$ cat config.mk
export PLATFORM = sky130hd
export DESIGN_NAME = barrel_spawner
export DESIGN_NICKNAME = d
export VERILOG_FILES = /design/src/rtl/barrel_spawner.sv
export SDC_FILE = /design/constraint.sdc
export NUM_CORES = 1
export LEC_CHECK = 0
export ABC_AREA = 1
export CAP_MARGIN = 20
export CORE_MARGIN = 5
export CORE_UTILIZATION = 51
export DETAILED_ROUTE_END_ITERATION = 16
export HOLD_SLACK_MARGIN = 0.15
export PLACE_DENSITY = 0.86
export SYNTH_ARGS = -nofsm -noshare
export SYNTH_HDL_FRONTEND = slang
export SYNTH_SLANG_ARGS = --single-unit
$ cat constraint.sdc
create_clock -name clk -period 4.7 [get_ports clk]
set_input_delay 0.47 -clock clk [delete_from_list [all_inputs] [get_ports clk]]
set_output_delay 0.47 -clock clk [all_outputs]
set_load 0.01 [all_outputs]
$ cat src/rtl/barrel_spawner.sv
// rtl/barrel_spawner.sv - barrel slot pool allocator with cooldown, active cap and done-driven frees
module barrel_spawner #(
  parameter int SLOTS = 8,
  parameter int DELAY_W = 29,
  localparam int CNT_W = $clog2(SLOTS + 1)
) (
  input  logic               clk,
  input  logic               rst,
  input  logic               enable,
  input  logic               auto_mode,
  input  logic               spawn_req,
  input  logic               clear,
  input  logic [SLOTS-1:0]   done,
  input  logic [DELAY_W-1:0] delay_cfg,
  input  logic [CNT_W-1:0]   max_active,
  output logic [SLOTS-1:0]   barrel,
  output logic [SLOTS-1:0]   spawn_pulse,
  output logic [CNT_W-1:0]   active_count,
  output logic               busy,
  output logic               rejected
);

  typedef enum logic {IDLE, COOLDOWN} state_t;

  state_t             state;
  logic               pending;
  logic [DELAY_W-1:0] counter;
  logic [DELAY_W-1:0] delay_d;
  logic [SLOTS-1:0]   done_prev;

  logic [SLOTS-1:0] done_rise;
  logic [SLOTS-1:0] kept;
  logic [SLOTS-1:0] free;
  logic [SLOTS-1:0] onehot;
  logic [CNT_W-1:0] eff_max;
  logic             cap_ok;
  logic             trig;

  function automatic logic [CNT_W-1:0] popcount(input logic [SLOTS-1:0] v);
    logic [CNT_W-1:0] c;
    c = '0;
    for (int i = 0; i < SLOTS; i++) c = c + CNT_W'(v[i]);
    return c;
  endfunction

  // A slot finishing this cycle counts as free, so it can be reused immediately.
  always_comb begin
    done_rise = done & ~done_prev;
    kept      = barrel & ~done_rise;
    free      = ~barrel | done_rise;
    eff_max   = (max_active > CNT_W'(SLOTS)) ? CNT_W'(SLOTS) : max_active;
    cap_ok    = (free != '0) && (popcount(kept) < eff_max);
    trig      = spawn_req || pending || auto_mode;
    onehot    = '0;
    for (int i = SLOTS - 1; i >= 0; i--) begin
      if (free[i]) begin
        onehot    = '0;
        onehot[i] = 1'b1;
      end
    end
  end

  always_ff @(posedge clk) begin
    if (rst || clear) begin
      state       <= IDLE;
      barrel      <= '0;
      spawn_pulse <= '0;
      rejected    <= 1'b0;
      pending     <= 1'b0;
      counter     <= '0;
      delay_d     <= '0;
      // clear keeps tracking done so a level still high afterwards is not seen as a new rise
      done_prev   <= rst ? '0 : done;
    end else begin
      done_prev   <= done;
      barrel      <= kept;
      spawn_pulse <= '0;
      rejected    <= 1'b0;
      case (state)
        IDLE: begin
          if (!enable) begin
            pending <= 1'b0;
          end else if (trig) begin
            if (cap_ok) begin
              barrel      <= kept | onehot;
              spawn_pulse <= onehot;
              pending     <= 1'b0;
              delay_d     <= (delay_cfg == '0) ? DELAY_W'(1) : delay_cfg;
              counter     <= '0;
              state       <= COOLDOWN;
            end else if (spawn_req || pending) begin
              rejected <= 1'b1;
              pending  <= 1'b0;
            end
          end
        end
        COOLDOWN: begin
          if (!enable) pending <= 1'b0;
          else if (spawn_req) pending <= 1'b1;
          if (counter == delay_d - DELAY_W'(1)) begin
            counter <= '0;
            state   <= IDLE;
          end else begin
            counter <= counter + DELAY_W'(1);
          end
        end
        default: state <= IDLE;
      endcase
    end
  end

  assign active_count = popcount(barrel);
  assign busy         = (state == COOLDOWN);

endmodule

==> summary.txt <==
Run status
  – Status: completed

STA
  – Unrepaired setup endpoints after global routing: no
  – Final worst slack: between 200 and 250 ps
  – Max Clk Rate: roughly 220 MHz
  – Final Hold Vio Count: 0
  – Final Skew: 16.41 ps
  – Max Slew Vio Count: 0
  – Pin slew with the least headroom to its limit: around 560 ps
  – Minimum clock period: ~4500 ps
  – Period utilization: 0.9492
  – Final-report setup violation count: 0
  – Relative slew margins: 0.6280

Detailed routing
  – Residual DRC count: 0
  – Detailed Route Iter0 Violations: approximately 570
  – Vias: between 5000 and 6000
  – WL final: approximately 15000 um
  – Drt via density: approximately 5.4
  – WL met2: 6890 um
  – WL met3: ~1200 um
  – Routed len/inst: approximately 15 um
  – Final ANT Viol Nets: 0
  – Detailed Routing Iterations Pass 1: 5
  – Met1 WL: about 6000 um
  – Highest routed layer: met4

CTS
  – Clk slew on worst S/H paths: 100 ps
  – Post-CTS Hold Buffers: 0
  – CTS H-tree lvls: 3
  – CTS tree: done
  – Later-pin clock latency in the skew report: 380 ps
  – Number of CTS-inserted buffers: 9
  – CTS Sinks: 85
  – CTS Buffer Depth: 2
  – Clock Tree Root: clkbuf_8

Synth
  – Synth Net Count: between 800 and 900
  – Cell area after synthesis: 5395 sq um
  – Sequential share of the synthesized area: 0.3154
  – Ys async rst share: 0
  – Count of state elements after synthesis: 85
  – Mapped Avg Cell Area: about 6.9 sq um
  – Number of synthesized flops with an enable pin: 0
  – Predominant post-synthesis flop cell: dfxtp_1
  – Synthesis warning total: 0
  – Synth Instances: 780
  – Distinct cell type count of the synthesized netlist: 45

Global route
  – First-pass GRT wire length: roughly 23000 um
  – Largest net degree at the start of global routing: 28
  – GRT Util Overall: 0.2234
  – Gr ovfl total: 0
  – Initial antenna violation count: 0
  – Vias in the first global route: ~5100

Placement
  – Dpl hpwl: between 10000 and 15000 um
  – GPL Wtd Cong: around 0.92
  – Area of placed instances: approximately 6400 sq um
  – IO buf count: between 60 and 70
  – Pre-CTS setup slack: -430.8 ps

Cells and area
  – Layout Nets: about 940
  – Layout cells sized above 1: 0.1261
  – Most frequent cells in the layout: nand2_1 (191), inv_1 (87), nor2_1 (87)
  – Antenna Cells: 0
  – Multi-input gate area: approximately 3300 sq um
  – Commonest non-fill, non-tap cell in the layout: nand2_1
  – Final instance area: 6690 sq um
  – Register area: around 1700 sq um
  – Final core occ: 0.6480
  – Synth-to-Final Area Change: 24.00%
  – Fillers: between 800 and 900

Flow run
  – Max-cap violation count: 0

Pwr
  – Power Density: about 250 nW/um^2
  – Tot Pwr: around 1.7 mW
  – Worst VDD drop: between 0.1 and 0.15 mV
  – Lkg Pwr: around 3.0 nW

Worst setup path
  – Crit-path max cell delay: between 500 and 600 ps
  – RR Endpoint: delay_d[24]
  – CP arrival: between 4000 and 5000 ps
  – Crit path max-delay cell type: fa_1
  – Setup crit end kind: flop
  – Crit-path cells: o21ai_2, inv_2, fa_1, inv_2, fa_1, fa_1, inv_2, ha_4, fa_1, ha_1, a21o_1, a31oi_2, nand3_2, nor2_4, clkinv_4, clkbuf_16, nand2_1, a21oi_1
  – Worst EP required: slightly below 5000 ps
  – Crit-path max FO: 7
  – R2r worst-path depth: 18
  – CP Class: reg -> reg
  – CP Launch Type: flop
  – CP most frequent cell: fa_1
  – Reg-to-reg slack, setup: roughly 240 ps
  – RR Startpoint: done_prev[3]

Min path
  – Hold path endpoint: done_prev[1]
  – Min-delay worst type: in -> reg
  – Hold Path Origin: done[1]
  – Hold Path Depth: 3

Die
  – Die W: 112.9 um
  – Boundary Pins: 69
  – Initial Utilization: 0.5226
  – Core area: 10320 sq um
  – Site Rows: 37
  – Die Span Y: 112.9 um
  – Die footprint: 12740 sq um
==> critical path: cells and delay by family, from the launching register on <==
family,cells,cell delay (ps)
adders and majority gates,6,2460
AOI/OAI and AO/OA,4,570
buffers and inverters,5,530
and+or+nand+nor,3,460
DFF,1,320
==> cell families after synthesis <==
| family | Yosys count | synth area share |
|---|---|---|
| compound gates | 99 | 0.1053 |
| xor+xnor | 45 | 0.07560 |
| simple gates | 409 | 0.3511 |
| flops | 85 | 0.3154 |
| buf+inv | 120 | 0.09044 |
| fa+ha+maj | 22 | 0.06215 |
==> how the worst max path moves through the flow <==
stage / start / end / slack, ps
CTS: done[0] / delay_d[28] / 9
global route: done_prev[3] / delay_d[18] / 7
detailed placement: done[1] / delay_d[28] / -430
finish: done_prev[3] / delay_d[24] / 240
global placement: done[0] / delay_d[17] / -330
floorplan: done[1] / counter[19] / 40
==> repair_timing <==
| item | 4_1_cts | 5_1_grt |
|---|---|---|
| gates resized for setup | 2 | 31 |
| pin swaps | 1 | 12 |
| cloned | 0 | 2 |
| buffers inserted | 0 | 1 |
| endpoints found under the setup margin | 6 | 75 |
==> flip-flops by register name, summed over array words and instances, names as in the netlist <==
register and count:
counter 29, delay_d 29, barrel 8, done_prev 8, spawn_pulse 8, busy 1
pending 1, rejected 1
==> layout make-up <==
| class | instances | share of cell area |
|---|---|---|
| Clock buffer | 10 | 0.02057 |
| Clock inverter | 6 | 0.01178 |
| Tap cell | 136 | 0.02543 |
| Timing Repair inverter | 1 | 0.0007481 |
| Sequential cell | 85 | 0.2543 |
| Inverter | 101 | 0.05760 |
| Timing Repair Buffer | 94 | 0.1419 |
| Multi-Input combinational cell | 575 | 0.4876 |
==> metal layers <==
layer  track usage  vias to the layer above
li1              -                     2675
met1        0.2938                     2490
met2        0.3776                      244
met3       0.03422                       37
met4       0.06971                        0
met5             0                        -
==> metrics by stage <==
step | std cells | hold WS [ps] | TNS, ps
after floorplan | 780 | 467.1 | 0
after global placement | 989 | 488.0 | -18310
after detailed placement | 989 | 493.7 | -22300
after CTS | 1005 | 507.2 | 0
after global routing | 1008 | 355.9 | 0
final | 1008 | 342.4 | 0
==> synth_stat cells, types with 2 or more instances <==
library cell,count,area (sq um)
a21oi_2,7,61.31
o21bai_1,7,52.55
fa_1,8,160.2
o21ai_2,2,17.52
nor2_8,2,40.04
o21ai_0,26,130.1
ha_1,14,175.2
nand3b_1,5,37.54
nand2_1,191,716.9
buf_4,2,15.01
xor2_1,37,324.1
inv_1,95,356.6
or2_2,3,18.77
buf_2,4,20.02
dfxtp_1,85,1702
xnor2_1,7,61.31
or2_1,2,12.51
nand3_2,3,30.03
inv_2,4,15.01
clkbuf_1,11,41.29
nor2_2,10,62.56
nand4_1,14,87.58
nor4_1,11,68.82
nand2_4,3,33.78
nand2_2,8,50.05
nand3_4,2,35.03
o22ai_1,11,68.82
or2_0,2,12.51
nor2_1,88,330.3
o21ai_1,8,40.04
nor3_1,9,45.04
a21oi_1,35,175.2
nand3_1,52,260.3
==> where the power goes <==
group	switching [mW]	total (mW)	internal, mW	leakage (nW)
Clock	0.302	0.574	0.271	0.111
Sequential	0.0150	0.748	0.733	0.689
Combinational	0.205	0.352	0.147	2.18
Note: power is estimated with default switching activity, not from simulation.
